### src/rtl/vram_bus_arbiter.sv
// rtl/vram_bus_arbiter.sv - single-port VRAM arbiter between the uPD7801 bus and the video fetch engine
module vram_bus_arbiter #(
    parameter int          AW         = 11,
    parameter logic [15:0] BASE       = 16'h2000,
    parameter int          CPU_STARVE = 8
) (
    input  logic          CLK,
    input  logic          RESETB,
    input  logic [15:0]   CPU_A,
    input  logic [7:0]    CPU_DB_O,
    output logic [7:0]    CPU_DB_I,
    input  logic          CPU_RDB,
    input  logic          CPU_WRB,
    output logic          CPU_WAITB,
    input  logic          VID_REQ,
    input  logic [AW-1:0] VID_ADDR,
    output logic          VID_ACK,
    output logic [7:0]    VID_DATA,
    output logic          MEM_CE,
    output logic          MEM_WE,
    output logic [AW-1:0] MEM_A,
    output logic [7:0]    MEM_DO,
    input  logic [7:0]    MEM_DI
);

    localparam int SW = $clog2(CPU_STARVE + 1);
    localparam logic [SW-1:0] STARVE_MAX = SW'(CPU_STARVE);

    // Window bounds held in 17 bits so BASE near the top of the map cannot wrap.
    localparam logic [16:0] WIN_LO = {1'b0, BASE};
    localparam logic [16:0] WIN_HI = WIN_LO + 17'(1 << AW) - 17'd1;

    localparam logic [2:0] S_IDLE    = 3'd0;
    localparam logic [2:0] S_CPU_WR  = 3'd1;
    localparam logic [2:0] S_CPU_RD  = 3'd2;
    localparam logic [2:0] S_CPU_RDD = 3'd3;
    localparam logic [2:0] S_VID_RD  = 3'd4;
    localparam logic [2:0] S_VID_RDD = 3'd5;

    logic [2:0]    state_q, state_d;
    logic          mem_ce_q, mem_ce_d;
    logic          mem_we_q, mem_we_d;
    logic [AW-1:0] mem_a_q, mem_a_d;
    logic [7:0]    mem_do_q, mem_do_d;
    logic [7:0]    cpu_rdata_q, cpu_rdata_d;
    logic [7:0]    vid_data_q, vid_data_d;
    logic          vid_ack_q, vid_ack_d;
    logic          served_q, served_d;
    logic [SW-1:0] starve_q, starve_d;

    logic in_win;
    logic hit;
    logic cpu_done;
    logic served_w;
    logic pending;
    logic cpu_grant;
    logic vid_busy;

    assign in_win = ({1'b0, CPU_A} >= WIN_LO) && ({1'b0, CPU_A} <= WIN_HI);
    assign hit    = in_win && (!CPU_RDB || !CPU_WRB);

    // The completing cycle already counts as served, so WAITB releases in the
    // same cycle the write strobes the RAM or the read data is captured.
    assign cpu_done = (state_q == S_CPU_WR) || (state_q == S_CPU_RDD);
    assign served_w = served_q || cpu_done;
    assign pending  = hit && !served_w;

    assign CPU_WAITB = !pending || !RESETB;

    // Next-state decode; the memory strobes are computed one cycle early so
    // they come straight from flops during the access cycle itself.
    always_comb begin
        state_d  = state_q;
        mem_ce_d = 1'b0;
        mem_we_d = 1'b0;
        mem_a_d  = mem_a_q;
        mem_do_d = mem_do_q;
        case (state_q)
            S_IDLE: begin
                if (pending && (!VID_REQ || (starve_q >= STARVE_MAX))) begin
                    mem_ce_d = 1'b1;
                    mem_a_d  = CPU_A[AW-1:0];
                    if (!CPU_WRB) begin
                        state_d  = S_CPU_WR;
                        mem_we_d = 1'b1;
                        mem_do_d = CPU_DB_O;
                    end else begin
                        state_d  = S_CPU_RD;
                    end
                end else if (VID_REQ) begin
                    state_d  = S_VID_RD;
                    mem_ce_d = 1'b1;
                    mem_a_d  = VID_ADDR;
                end
            end
            S_CPU_WR:  state_d = S_IDLE;
            S_CPU_RD:  state_d = S_CPU_RDD;
            S_CPU_RDD: state_d = S_IDLE;
            S_VID_RD:  state_d = S_VID_RDD;
            S_VID_RDD: state_d = S_IDLE;
            default:   state_d = S_IDLE;
        endcase
    end

    assign cpu_grant = (state_q == S_IDLE) &&
                       ((state_d == S_CPU_WR) || (state_d == S_CPU_RD));
    assign vid_busy  = ((state_q == S_IDLE) && (state_d == S_VID_RD)) ||
                       (state_q == S_VID_RD) || (state_q == S_VID_RDD);

    // Bookkeeping: starvation count, one-access-per-strobe flag, captured read data.
    always_comb begin
        starve_d = starve_q;
        if (!pending || cpu_grant) begin
            starve_d = '0;
        end else if (vid_busy && (starve_q < STARVE_MAX)) begin
            starve_d = starve_q + SW'(1);
        end

        served_d = served_q;
        if (cpu_done) begin
            served_d = 1'b1;
        end else if (CPU_RDB && CPU_WRB) begin
            served_d = 1'b0;
        end

        cpu_rdata_d = (state_q == S_CPU_RDD) ? MEM_DI : cpu_rdata_q;
        vid_data_d  = (state_q == S_VID_RDD) ? MEM_DI : vid_data_q;
        vid_ack_d   = (state_q == S_VID_RDD);
    end

    // State and output registers; reset abandons any access in flight.
    always_ff @(posedge CLK) begin
        if (!RESETB) begin
            state_q     <= S_IDLE;
            mem_ce_q    <= 1'b0;
            mem_we_q    <= 1'b0;
            mem_a_q     <= '0;
            mem_do_q    <= 8'h00;
            cpu_rdata_q <= 8'h00;
            vid_data_q  <= 8'h00;
            vid_ack_q   <= 1'b0;
            served_q    <= 1'b0;
            starve_q    <= '0;
        end else begin
            state_q     <= state_d;
            mem_ce_q    <= mem_ce_d;
            mem_we_q    <= mem_we_d;
            mem_a_q     <= mem_a_d;
            mem_do_q    <= mem_do_d;
            cpu_rdata_q <= cpu_rdata_d;
            vid_data_q  <= vid_data_d;
            vid_ack_q   <= vid_ack_d;
            served_q    <= served_d;
            starve_q    <= starve_d;
        end
    end

    assign MEM_CE   = mem_ce_q;
    assign MEM_WE   = mem_we_q;
    assign MEM_A    = mem_a_q;
    assign MEM_DO   = mem_do_q;
    assign CPU_DB_I = cpu_rdata_q;
    assign VID_DATA = vid_data_q;
    assign VID_ACK  = vid_ack_q;

endmodule

### config.mk
export PLATFORM = sky130hd
export DESIGN_NAME = vram_bus_arbiter
export DESIGN_NICKNAME = d
export VERILOG_FILES = /design/src/rtl/vram_bus_arbiter.sv
export SDC_FILE = /design/constraint.sdc
export NUM_CORES = 1
export LEC_CHECK = 0
export ABC_AREA = 1
export CORE_AREA = 2 2 78 80
export CTS_CLUSTER_SIZE = 20
export DETAILED_ROUTE_END_ITERATION = 16
export DIE_AREA = 0 0 80 82
export GPL_TIMING_DRIVEN = 0
export PLACE_DENSITY = 0.67
export SYNTH_ARGS = -nofsm -noshare
export SYNTH_HDL_FRONTEND = slang
export SYNTH_SLANG_ARGS = --single-unit
### constraint.sdc
create_clock -name CLK -period 1.55 [get_ports CLK]
set_input_delay 0.3875 -clock CLK [delete_from_list [all_inputs] [get_ports CLK]]
set_output_delay 0.3875 -clock CLK [all_outputs]
set_load 0.02 [all_outputs]
Word-level counts from Yosys, hierarchy flattened
Index checks and enable logic that the tools add are counted.
Widths: inputs -> output; s select.
{ "totals": {"reg_bits": 46, "in_bits": 48, "output_inout_bits": 39} }
{ "op_classes": {"reduce_logical": 31, "eq_ne": 8, "muxes": 11, "magnitude_cmp": 4, "add_sub_neg": 1, "bitwise": 2} }
{ "op_table": {"columns": ["operator", "count"], "rows": [
  ["$mux 11", 2],
  ["$ge 16x14->1 const B", 1],
  ["$le 16x14->1 const B", 1],
  ["$eq 3x2->1 const B", 3],
  ["$eq 3x3->1 const B", 3],
  ["$logic_or 1x1->1", 9],
  ["$pmux 3 s3", 1],
  ["$logic_and 1x1->1", 8],
  ["$eq 3x1->1 const B", 2],
  ["$logic_not 1->1", 6],
  ["$mux 3", 2],
  ["$reduce_and 3->1", 2],
  ["$mux 1", 5],
  ["$add 4x1->4 const B", 1],
  ["$ge 4x4->1 const B", 1],
  ["$lt 4x4->1 const B", 1],
  ["$reduce_and 2->1", 2],
  ["$reduce_bool 2->1", 2],
  ["$logic_not 3->1", 1],
  ["$mux 2", 1],
  ["$not 1->1", 2],
  ["$reduce_or 2->1", 1]
]} }

Depth between registers and ports, before layout
{ "logic_depth": {"depth_word": 13, "ltp_mapped": 10, "mapped_depth_nobuf": 10} }

Worst setup path before layout
OpenSTA, ideal clock, no wires.
{ "synth_path": {"path_kind": "input to register", "startpoint": "input CPU_A[12]", "endpoint": "register starve_q[0]", "slack_ns": 0.155, "t_arrival_ns": 1.331, "required_time_ns": 1.486, "path_stages": 8, "setup_time_ns": 0.064, "cell_sequence": "inv_1 -> nand2_1 -> nor2_1 -> and2_4 -> nand2_1 -> a21oi_2 -> nand2_1 -> nor2_1"} }
{ "synth_between": {"elab_chain_len": 12, "elab_cells_between_ends": 20, "cone_classes": "2 x order compare; 3 x eq/ne; 2 x mux; 13 x reduce/logical"} }
{ "synth_rtl": {"columns": ["element", "line", "rtl"], "rows": [
  ["start: declaration", "9", "input logic [15:0] CPU_A,"],
  ["$ge 16x14->1 or $le 16x14->1 (tied branches)", "59", "assign in_win = ({1'b0, CPU_A} >= WIN_LO) && ({1'b0, CPU_A} <= WIN_HI);"],
  ["$logic_and 1x1->1 (*)", "59", null],
  ["$logic_and 1x1->1 (*)", "60", "assign hit = in_win && (!CPU_RDB || !CPU_WRB);"],
  ["$logic_and 1x1->1 (*)", "66", "assign pending = hit && !served_w;"],
  ["$logic_and 1x1->1", "80", "if (pending && (!VID_REQ || (starve_q >= STARVE_MAX))) begin"],
  ["$mux 3", "80", null],
  ["$pmux 3 s3", "78", "case (state_q)"],
  ["$eq 3x1->1, or another cell as far along", "106", "((state_d == S_CPU_WR) || (state_d == S_CPU_RD));"],
  ["$logic_or 1x1->1 or $logic_and 1x1->1 (tied branches)", "106, 107", null],
  ["$logic_and 1x1->1 or $logic_or 1x1->1 (tied branches)", "105, 107", null],
  ["$logic_or 1x1->1, on equally long branches", "113, 108", null],
  ["$reduce_or 2->1 (no source line) or $logic_and 1x1->1 (tied branches)", null, null],
  ["end signal: assignment", "154", "starve_q <= starve_d;"],
  ["end: declaration", "49", "logic [SW-1:0] starve_q, starve_d;"]
]} }
Every way passes the cells marked *; elsewhere a longest branch is shown, timed or not.
A chain may end at the register's enable or synchronous reset.

Worst setup path in the final report
{ "layout_path": {"startpoint": "register served_q", "endpoint": "output CPU_WAITB"} }
{ "layout_between": {"elab_chain_len": 5} }
{ "layout_rtl": {"columns": ["element", "line", "rtl"], "rows": [
  ["start: declaration", "48", "logic served_q, served_d;"],
  ["start signal: assignment", "153", "served_q <= served_d;"],
  ["$logic_or 1x1->1", "65", "assign served_w = served_q || cpu_done;"],
  ["$logic_not 1->1", "66", null],
  ["$logic_and 1x1->1", "66", null],
  ["$logic_not 1->1", "68", "assign CPU_WAITB = !pending || !RESETB;"],
  ["$logic_or 1x1->1", "68", null],
  ["end: declaration", "14", "output logic CPU_WAITB,"]
]} }
Every way passes these cells.

==> results_dict.tcl <==
set metrics [dict create \
    status "complete, but fails checks" \
    violations "negative setup slack" \
    synthArstFlopShare_pct 0 \
    drt_iter0_drc 79 \
    nFillCells 576 \
    cts_tree "built" \
    io_buffers 86 \
    synth_cell_types 22 \
    wl_per_cell_um 12.38 \
    final_cell_area_um2 3373 \
    dp_hpwl_um 3815 \
    rsz0062_at_grt "true" \
    synthFlopType "dfxtp_1" \
    synth_compound_area_share_pct 9.035 \
    placed_area_um2 2977 \
    ys_warn_count 0 \
    startpoint_type "flop" \
    setup_viol 1 \
    viasPerCell 4.406 \
    hold_violations 0 \
    hp-class "reg -> reg" \
    grt_pass1_vias 1820 \
    fin_tns_setup_ps -60.97 \
    synth-edff-count 0 \
    synth_common_cells "nor2_1 (74), nand2_1 (72), inv_1 (49)" \
    grt_overflow 0 \
    grt_pass1_wl_um 8342 \
    die_w_um 80 \
    ys_ff_latch 46 \
    fmax_mhz 620.7 \
    start_util_pct 35.19 \
    yosys.area_share.simple_pct 33.04 \
    cts_made_buffers 5 \
    yosys.area.top_type "dfxtp_1" \
    root_buffer "clkbuf_8" \
    peakVddDrop_mv 0.5194 \
    min_period_over_period_pct 103.9 \
    maxCapViolCount 0 \
    critPathKind "reg -> out" \
    dr.pass1.iters 4 \
    worst_slew_pin_slew_ps 289.2 \
    final_util_pct 58.71 \
    yosys-top-cells-area "dfxtp_1 (46%), nor2_1 (14%), nand2_1 (13%)" \
    core_um2 5746 \
    syn-mean-instance-area_um2 6.695 \
    final_nets 458 \
    worst_slack_ps -60.97 \
    path_clk_slew_ps 90 \
    p_leak_nw 1.709 \
    synthAdderAreaFrac_pct 0.6188 \
    final_cells 485 \
    areaGrowthSynthToFinish_pct 66.83 \
    ant_nets 0 \
    netlist_instances 302 \
    synth-xor-area-share_pct 0 \
    finalCriticalPeriod_ps 1611 \
    diodes 0 \
    relSlewSlack_pct 80.70 \
    grt_max_degree 16 \
    synth_top_area_share_pct 45.54 \
    worst-endpoint-arrival_ps 1220 \
    num_vias 2137 \
    placed_cells 463 \
    synthMuxAreaShare_pct 0 \
    ios 87 \
    power_mw 2.711 \
    num_rows 28 \
    synth_area_um2 2022 \
    clk_path_buf_depth 2 \
    h-tree-depth 2 \
    synth_fp_nets 351 \
    clkSinkCount 46 \
    clk_latency_ps 300 \
    drv_slew 0 \
    yosysSeqAreaShare_pct 45.54 \
    clock_skew_ps 9.814 \
    critPathMaxFanout 2 \
    critPathRequiredTime_ps 1160 \
    gp_congestion 0.7398 \
    yosysMostFrequentCell "nor2_1" \
    die-area_um2 6560 \
    end_kind "output port" \
    die_h_um 82 \
    power.density_nw_per_um2 803.8 \
    drt_wl_total_um 6006 \
    layout-drive-gt1-share_pct 18.29 \
    antenna_found_initial 0 \
    track_usage_pct 16.17 \
    drc 0 \
    synth_top_family_by_area "simple AND/OR/NAND/NOR gates" \
]
[metrics by stage]
step	hold WS (ps)	setup WS (ps)
2_1_floorplan	443.9	155.4
3_3_place_gp	451.6	-899.8
3_5_place_dp	458.2	-899.9
4_1_cts	471.9	-103.8
5_1_grt	494.0	-154.9
6_report	469.3	-60.97
[metal layers]
metal	wire length, um	global-route usage (%)	vias to the layer above
li1	-	-	1124
met1	2741	21.50	945
met2	2771	26.08	66
met3	477	5.385	2
met4	16	2.542	0
met5	0	0	-
[worst paths after layout]
check,from,end,slack [ps],cells after the start
worst max-delay path,served_q,CPU_WAITB,-60,6
worst min-delay path,MEM_DO[6],MEM_DO[6],470,2
worst max register to register,state_q[2],MEM_A[0],40,9
worst min register to register,MEM_DO[6],MEM_DO[6],470,2
[flip-flops by register name, indices dropped and copies added (netlist names)]
| signal | count |
|---|---|
| state_q | 3 |
| MEM_WE | 1 |
| starve_q | 4 |
| MEM_CE | 1 |
| served_q | 1 |
| VID_ACK | 1 |
| VID_DATA | 8 |
| MEM_A | 11 |
| MEM_DO | 8 |
| CPU_DB_I | 8 |
[timing repair]
item,in CTS,in global routing
cloned,1,4
hold buffers,0,0
buffers inserted,5,4
pin swaps,6,11
resized for setup,72,45
setup endpoints to repair,83,33
[layout make-up]
type | count | area, um^2 | area share, %
multi-input cells | 200 | 1032 | 30.60
repair buffers | 98 | 940.9 | 27.89
flip-flops and latches | 46 | 927.1 | 27.49
inverters | 50 | 188.9 | 5.601
well taps | 75 | 93.84 | 2.782
plain buffers | 8 | 76.32 | 2.263
clock buffers | 5 | 68.82 | 2.040
clock inverters | 3 | 45.04 | 1.335
[where the power goes]
part / leakage (nW) / internal [mW] / switching, mW
clock: 0.0504 / 0.480 / 0.440
sequential: 0.375 / 1.23 / 0.0279
combinational: 1.28 / 0.250 / 0.283
total: 1.71 / 1.96 / 0.750
[cells by family (layout without fill, tap and decap cells)]
logic type      Yosys count  count (layout)
compound gates           33              33
flops                    46              46
simple gates            164             166
buf+inv                  58             164
fa+ha+maj                 1               1
[cells in the final DEF, fill, tap and decap left out, types with 3 or more instances in the layout]
master | synthesis | routed
nand2_1 | 72 | 62
buf_8 | 0 | 3
dlygate4sd2_1 | 0 | 44
a21oi_1 | 14 | 10
clkdlybuf4s50_1 | 0 | 39
nor3_2 | 0 | 10
a21oi_2 | 1 | 5
buf_6 | 2 | 5
clkbuf_8 | 0 | 5
o21ai_0 | 16 | 16
inv_1 | 49 | 47
dfxtp_1 | 46 | 43
nor2_4 | 0 | 6
nand2_2 | 1 | 10
buf_4 | 1 | 7
clkbuf_2 | 0 | 4
nor2_1 | 74 | 68
[worst max-delay path: stages (launching register included)]
cell and delay [ps]:
dfxtp_2 340, nor2_4 90, nand2_2 60, nor2_4 90
and2_4 160, nand2_4 40, buf_6 130
Power figures use the tool's default switching activity.
